[src/rtl/ro_puf_ctrl.sv]
`timescale 1ns/1ps
// Ring-oscillator PUF race controller: walks an LFSR-driven pair of mux selects,
// runs one counter race per response bit and collects the winners and tie flags.
module ro_puf_ctrl #(
    parameter int NUM_BITS   = 8,
    parameter int CLR_CYCLES = 2,
    parameter int TIMEOUT    = 1024
) (
    input  logic                clk,
    input  logic                reset,
    input  logic                start,
    input  logic [7:0]          challenge,
    input  logic                cnt1_max,
    input  logic                cnt2_max,
    output logic [3:0]          sel0,
    output logic [3:0]          sel1,
    output logic                ro_en,
    output logic                cnt_clr_n,
    output logic                busy,
    output logic                resp_valid,
    output logic [NUM_BITS-1:0] response,
    output logic [NUM_BITS-1:0] tie_flags
);

    localparam int IDX_W = (NUM_BITS > 1) ? $clog2(NUM_BITS) : 1;
    localparam int CLR_W = (CLR_CYCLES > 1) ? $clog2(CLR_CYCLES) : 1;

    localparam logic [IDX_W-1:0] LAST_IDX  = IDX_W'(NUM_BITS - 1);
    localparam logic [CLR_W-1:0] LAST_CLR  = CLR_W'(CLR_CYCLES - 1);
    localparam logic [15:0]      LAST_TICK = 16'(TIMEOUT - 1);

    localparam logic [2:0] S_IDLE  = 3'd0;
    localparam logic [2:0] S_CLEAR = 3'd1;
    localparam logic [2:0] S_RACE  = 3'd2;
    localparam logic [2:0] S_NEXT  = 3'd3;
    localparam logic [2:0] S_DONE  = 3'd4;

    logic [2:0]          r_state;
    logic [7:0]          r_lfsr;
    logic [3:0]          r_sel0;
    logic [3:0]          r_sel1;
    logic [15:0]         r_timer;
    logic [CLR_W-1:0]    r_clr_cnt;
    logic [IDX_W-1:0]    r_idx;
    logic                r_bit;
    logic                r_tie;
    logic                r_ro_en;
    logic                r_cnt_clr_n;
    logic                r_busy;
    logic                r_resp_valid;
    logic [NUM_BITS-1:0] r_response;
    logic [NUM_BITS-1:0] r_tie_flags;

    logic [2:0]          w_state_nxt;
    logic [7:0]          w_lfsr_nxt;
    logic                w_bit;
    logic                w_tie;

    function automatic logic [7:0] lfsr_step(input logic [7:0] v);
        return {v[6:0], v[7] ^ v[5] ^ v[4] ^ v[3]};
    endfunction

    // Oscillator B must never share a mux input with oscillator A.
    function automatic logic [3:0] pick_sel1(input logic [7:0] v);
        return (v[7:4] == v[3:0]) ? (v[7:4] ^ 4'h8) : v[7:4];
    endfunction

    always_comb begin
        w_state_nxt = r_state;
        w_lfsr_nxt  = r_lfsr;
        w_bit       = 1'b0;
        w_tie       = 1'b0;
        case (r_state)
            S_IDLE: begin
                if (start) begin
                    w_state_nxt = S_CLEAR;
                    w_lfsr_nxt  = (challenge == 8'h00) ? 8'h01 : challenge;
                end
            end
            S_CLEAR: begin
                if (r_clr_cnt == LAST_CLR) begin
                    w_state_nxt = S_RACE;
                end
            end
            S_RACE: begin
                if (cnt1_max || cnt2_max) begin
                    w_bit       = cnt2_max & ~cnt1_max;
                    w_tie       = cnt1_max & cnt2_max;
                    w_state_nxt = S_NEXT;
                end else if (r_timer == LAST_TICK) begin
                    w_tie       = 1'b1;
                    w_state_nxt = S_NEXT;
                end
            end
            S_NEXT: begin
                w_lfsr_nxt  = lfsr_step(r_lfsr);
                w_state_nxt = (r_idx == LAST_IDX) ? S_DONE : S_CLEAR;
            end
            S_DONE: begin
                w_state_nxt = S_IDLE;
            end
            default: begin
                w_state_nxt = S_IDLE;
            end
        endcase
    end

    always_ff @(posedge clk or negedge reset) begin
        if (!reset) begin
            r_state      <= S_IDLE;
            r_lfsr       <= 8'h01;
            r_sel0       <= 4'h0;
            r_sel1       <= 4'h0;
            r_timer      <= 16'h0000;
            r_clr_cnt    <= '0;
            r_idx        <= '0;
            r_bit        <= 1'b0;
            r_tie        <= 1'b0;
            r_ro_en      <= 1'b0;
            r_cnt_clr_n  <= 1'b0;
            r_busy       <= 1'b0;
            r_resp_valid <= 1'b0;
            r_response   <= '0;
            r_tie_flags  <= '0;
        end else begin
            r_state      <= w_state_nxt;
            r_lfsr       <= w_lfsr_nxt;
            // Outputs are registered from the next state so they line up with r_state.
            r_ro_en      <= (w_state_nxt == S_RACE);
            r_cnt_clr_n  <= (w_state_nxt != S_CLEAR);
            r_busy       <= (w_state_nxt != S_IDLE);
            r_resp_valid <= (w_state_nxt == S_DONE);
            r_clr_cnt    <= (r_state == S_CLEAR) ? r_clr_cnt + CLR_W'(1) : '0;
            r_timer      <= (r_state == S_RACE) ? r_timer + 16'd1 : 16'h0000;

            if ((w_state_nxt == S_CLEAR) && (r_state != S_CLEAR)) begin
                r_sel0 <= w_lfsr_nxt[3:0];
                r_sel1 <= pick_sel1(w_lfsr_nxt);
            end

            if (r_state == S_RACE) begin
                r_bit <= w_bit;
                r_tie <= w_tie;
            end

            if ((r_state == S_IDLE) && start) begin
                r_idx       <= '0;
                r_response  <= '0;
                r_tie_flags <= '0;
            end

            if (r_state == S_NEXT) begin
                r_response[r_idx]  <= r_bit;
                r_tie_flags[r_idx] <= r_tie;
                if (r_idx != LAST_IDX) begin
                    r_idx <= r_idx + IDX_W'(1);
                end
            end
        end
    end

    assign sel0       = r_sel0;
    assign sel1       = r_sel1;
    assign ro_en      = r_ro_en;
    assign cnt_clr_n  = r_cnt_clr_n;
    assign busy       = r_busy;
    assign resp_valid = r_resp_valid;
    assign response   = r_response;
    assign tie_flags  = r_tie_flags;

endmodule
[config.mk]
export PLATFORM = sky130hd
export DESIGN_NAME = ro_puf_ctrl
export DESIGN_NICKNAME = d
export VERILOG_FILES = /design/src/rtl/ro_puf_ctrl.sv
export SDC_FILE = /design/constraint.sdc
export NUM_CORES = 1
export LEC_CHECK = 0
export BUFFER_PORTS_ARGS = -buffer_cell sky130_fd_sc_hd__buf_2
export CORE_AREA = 2 2 68 102
export DETAILED_ROUTE_END_ITERATION = 12
export DIE_AREA = 0 0 70 104
export HOLD_SLACK_MARGIN = 0.1
export PLACE_DENSITY_LB_ADDON = 0.2
export SETUP_SLACK_MARGIN = 0.5
export SYNTH_ARGS = -nofsm -noshare
export SYNTH_HDL_FRONTEND = slang
export SYNTH_SLANG_ARGS = --single-unit
[constraint.sdc]
create_clock -name clk -period 3 [get_ports clk]
set_clock_uncertainty 0.15 [all_clocks]
set_input_delay 0.45 -clock clk [delete_from_list [all_inputs] [get_ports clk]]
set_output_delay 0.45 -clock clk [all_outputs]
set_load 0.02 [all_outputs]
After elaboration in Yosys (flattened, before gate mapping)
Index checks and enable logic that the tools add are counted.
Widths: inputs -> output; s select.
{ "word_totals": {"mem_bits_ro": 0, "in_bits": 13, "out_inout_bits": 28, "regBits": 61, "latchBits": 0, "word_cells": 72, "mem_bits_rw": 0, "n_memories": 0} }
{ "classes": {"n_lt_le_gt_ge": 2, "n_mul": 0, "n_reduce_logical": 7, "muxes": 26, "add_sub_neg": 3, "n_eq_ne": 12, "n_div": 0, "bitwise_logic": 7, "shift": 0} }
{ "ops": {"columns": ["operator", "count"], "rows": [
  ["$mux 8", 6],
  ["$mux 3", 8],
  ["$add 16x1->16 const B", 1],
  ["$bwmux 8", 2],
  ["$eq 16x10->1 const B", 1],
  ["$mux 16", 1],
  ["$pmux 8 s2", 1],
  ["$pmux 3 s4", 1],
  ["$eq 3x2->1 const B", 3],
  ["$logic_not 8->1", 1],
  ["$eq 3x1->1 const B", 2],
  ["$eq 3x3->1 const B", 2],
  ["$ne 3x1->1 const B", 2],
  ["$mux 1", 5],
  ["$eq 4x4->1", 1],
  ["$lt 3x4->1 const B", 1],
  ["$mux 4", 1],
  ["$add 3x1->3 const B", 1],
  ["$demux 1 s3", 1],
  ["$ge 3x1->1 const B", 1],
  ["$logic_and 1x1->1", 3],
  ["$logic_not 3->1", 1],
  ["$ne 3x3->1 const B", 1],
  ["$reduce_bool 3->1", 1],
  ["5 further kinds", 9]
]} }

Logic depth before layout (Yosys ltp)
{ "depth": {"depth_word": 6, "depth_mapped": 7} }

Least setup slack after synthesis
No wires, ideal clock.
{ "synth_timing": {"path_kind": "reg-to-reg", "from": "register r_state[0]", "to": "register r_sel1[3] (netlist: sel1[3])", "t_arrival_ns": 1.975, "required_time_ns": 2.768, "setup_slack_ns": 0.793, "path_stages_with_launch": 8, "synth_period_minus_slack_ns": 2.207, "path_buffers": 1, "cell_sequence": "dfrtp_1 -> or4b_1 -> buf_6 -> a211oi_4 -> o22ai_2 -> xor2_1 -> or3_1 -> a31oi_1"} }
{ "synth_between": {"elab_cells_between_ends": 16, "classes_between": "eq/ne: 6; mux: 7; bitwise: 1; reduce/logical: 2"} }
{ "synth_rtl": {"columns": ["element", "line_no", "rtl"], "rows": [
  ["start: declaration", "38", "logic [2:0] r_state;"],
  ["start signal: assignment", "126", "r_state <= w_state_nxt;"],
  ["$eq 3x2->1 or $logic_not 3->1 (tied branches)", "73", "case (r_state)"],
  ["$pmux 8 s2 *", "73", null],
  ["via w_lfsr_nxt[0]", "55", "logic [7:0] w_lfsr_nxt;"],
  ["$eq 4x4->1 *", "65", "return (v[7:4] == v[3:0]) ? (v[7:4] ^ 4'h8) : v[7:4];"],
  ["$mux 4 *", "65", null],
  ["end signal: assignment", "138", "r_sel1 <= pick_sel1(w_lfsr_nxt);"],
  ["end: declaration", "41", "logic [3:0] r_sel1;"]
]} }
The timed path passes the listed nets; every way through them passes the cells marked *.
A chain may end at the register's enable or synchronous reset.

Worst setup path in the final report
{ "layout_timing": {"from": "register r_state[0]", "to": "register r_sel1[3] (netlist: sel1[3])"} }
{ "layout_between": {"elab_chain_len": 5, "elab_cells_between_ends": 16, "classes_between": "eq/ne: 6; mux: 7; bitwise: 1; reduce/logical: 2"} }
{ "layout_lines": {"columns": ["element", "line_no", "rtl"], "rows": [
  ["$mux 3", "90", "end else if (r_timer == LAST_TICK) begin"],
  ["$mux 3", "86", "if (cnt1_max || cnt2_max) begin"],
  ["$pmux 3 s4", "73", null],
  ["$eq 3x1->1", "136", "if ((w_state_nxt == S_CLEAR) && (r_state != S_CLEAR)) begin"],
  ["$logic_and 1x1->1", "136", null]
]} }
Several ways; a longest one is shown, not always the timed one.

==> impl_metrics.toml <==
[floorplanning]
dieArea_sq_um = 7280
start_util = 0.439
design.core.area_sq_um = 6400
die_w_um = 70
ioPinCount = 41
die_h_um = 104
rows = 36

[clock_network]
clkSinkCount = 61
cts_buffers = 9
cts_tree = "yes"
clock_path_buffers = 2
cts_root_buf = "clkbuf_8"
htree_levels = 3
clk_pin_slew_worst_paths_ps = 70
clk_latency_ps = 340

[worst_setup_path]
criticalPathCategory = "reg -> reg"
worst_path_dominant_cell_family = "simple AND/OR/NAND/NOR gates"
crit_path_max_incr_delay_ps = 500
slowest_stage = "dfrtp_2"
rrSetupSlack_ps = 610
worstPathMaxFanout = 14
arrival_ps = 2490
endpoint_kind = "register"
crit_chain = "nor4b_4 > nor3_1 > or3_1 > a32o_1 > or3_1 > a31oi_1"
crit_path_frequent_cell = "or3_1"
cp-start-kind = "register"
crit_buf_inv = 0
worstPathRequired_ps = 3100

[final_layout]
synthToLayoutAreaGrowth_pct = 18.3
antennaDiodeCount = 0
stdcell_area_sq_um = 3320
utilization = 0.519
drive_gt1_frac = 0.244
layout.nets = 339
layoutNonFillerInstCount = 404

[yosys]
ys_seq_elements = 61
synth.avg_cell_area_sq_um = 10.3
synthDominantAreaCellType = "dfrtp_1"
synth-async-reset-ratio = 1.00
yosys_warnings = 0
netlist.area_leader.share = 0.535
syn_inst = 273
yosysMostFrequentCell = "dfrtp_1"
synthTopCellsByCount = "dfrtp_1 (60), nand2_1 (37), nor2_1 (25)"
syn-cell-area_sq_um = 2810
synth_edf_count = 0
ys_seq_area_frac = 0.544
syn_nets = 289
synth_ff_type = "dfrtp_1"
synth_cell_type_count = 48
ys_top_cells_by_area = "dfrtp_1 (53%), nand2_1 (4.9%), o21ai_0 (3.9%)"

[sta]
finalHoldViolations = 0
maxSlewHeadroom = 0.672
slew_viol_final = 0
rsz0062_at_grt = "no"
timing.final.crit_share = 0.796
hold_ws_ps = 265
fin_tns_setup_ps = 0
tightest_slew_ps = 485
setup_viol = 0
min_period_ps = 2390
clock.fmax_mhz = 419
fin_ws_ps = 611

[detailed_routing]
routed_wl_um = 5610
viasPerCell = 5.25
dr.pass1.iters = 4
drt-initial-drc-count = 92
drc = 0
vias = 2123
final_antenna_net_count = 0
routedWlPerCell_um = 13.9

[placement]
place_inst = 384
place_hpwl_um = 3960
place.gp.congestion = 0.916
port_buffers = 40
pre_cts_slack_ps = 539
place_area_sq_um = 3090

[global_route]
antenna_found_initial = 0
grt_pass1_vias = 2054
track_usage = 0.166
gr-total-overflow = 0
grt_max_degree = 40
grt_pass1_wl_um = 9600

[power]
power_mw = 2.99
pwr_density_cell_nw_per_um2 = 902
peakVddDrop_mv = 0.678
leakage_nw = 1.54

[job]
max_cap_violations = 0

[hold_path]
hp-class = "in -> reg"

[run_status]
status = "complete, no violations"
-- final timing paths --
check / cells after the start / end / from
min in group asynchronous: 3 / response[1] / reset
setup reg to reg: 6 / sel1[3] / r_state[0]
max in group asynchronous: 3 / r_state[1] / reset
setup / recovery: 6 / sel1[3] / r_state[0]
hold / removal: 3 / r_lfsr[7] / challenge[7]
hold reg to reg: 2 / response[4] / response[4]
-- cells in the final DEF, fill, tap and decap left out, types with 2 or more instances in the layout --
cell type / synthesis / layout
a22o_1: 2 / 2
and4_1: 2 / 2
a21oi_1: 12 / 12
dfrtp_2: 0 / 3
clkbuf_8: 0 / 9
ha_1: 3 / 3
buf_4: 0 / 7
nand4_1: 2 / 2
or4bb_1: 2 / 2
nor3b_1: 2 / 2
nor2_1: 25 / 25
nand4bb_1: 2 / 2
nand2_1: 37 / 37
or3_1: 4 / 4
a21o_1: 5 / 5
inv_1: 3 / 3
mux2_2: 6 / 6
nand3_1: 15 / 15
xor2_1: 11 / 11
dfrtp_1: 60 / 57
o21ai_0: 22 / 22
and2_1: 5 / 5
xnor2_1: 5 / 5
and3_1: 5 / 5
nor3_1: 4 / 4
buf_2: 4 / 40
clkinvlp_4: 0 / 4
nor4_1: 2 / 2
or2_2: 2 / 2
nand3b_1: 6 / 6
-- where the power goes --
| group | internal, mW | switching, mW | total, mW |
|---|---|---|---|
| logic | 0.434 | 0.585 | 1.02 |
| registers | 1.04 | 0.213 | 1.26 |
| clock network | 0.384 | 0.336 | 0.720 |
-- flip-flops by register name, indices dropped and copies added (netlist names) --
register and count:
r_bit 1, resp_valid 1, cnt_clr_n 1, tie_flags 8
response 8, r_idx 3, sel1 4, busy 1
r_timer 16, r_state 3, ro_en 1, r_clr_cnt 1
r_tie 1, sel0 4, r_lfsr 8
-- cell families after synthesis --
| kind of cell | Yosys count | synth area share |
|---|---|---|
| simple gates | 122 | 0.230 |
| flops | 61 | 0.544 |
| compound gates | 52 | 0.116 |
| xor+xnor | 16 | 0.0499 |
| buf+inv | 13 | 0.0218 |
| mux | 6 | 0.0241 |
| fa+ha+maj | 3 | 0.0134 |
-- per-layer routing --
layer,vias up,GRT usage,part of all wire
met5,-,0,0
met4,0,0.0810,0.026
met3,13,0.0359,0.035
met2,44,0.278,0.50
met1,1009,0.199,0.44
li1,1057,-,-
-- worst min-delay path: stages --
cell	delay, ps
buf_2	100
a22oi_1	60
nand2_1	90
-- cell type report --
type / instances / area [sq um]
fill: 613 / 3080
clock buffer: 9 / 124
clock inverter: 7 / 73.8
multi-input combinational: 199 / 1220
timing repair buffer: 48 / 263
inverter: 4 / 15.0
tap: 76 / 95.1
sequential: 61 / 1530
-- what timing repair did --
item,4_1_cts,5_1_grt
pin swaps,1,1
resized for setup,1,2
buffers inserted,0,3
hold endpoints to repair,60,0
setup endpoints to repair,1,1
hold buffers,1,0
(Power assumes the default switching activity.)
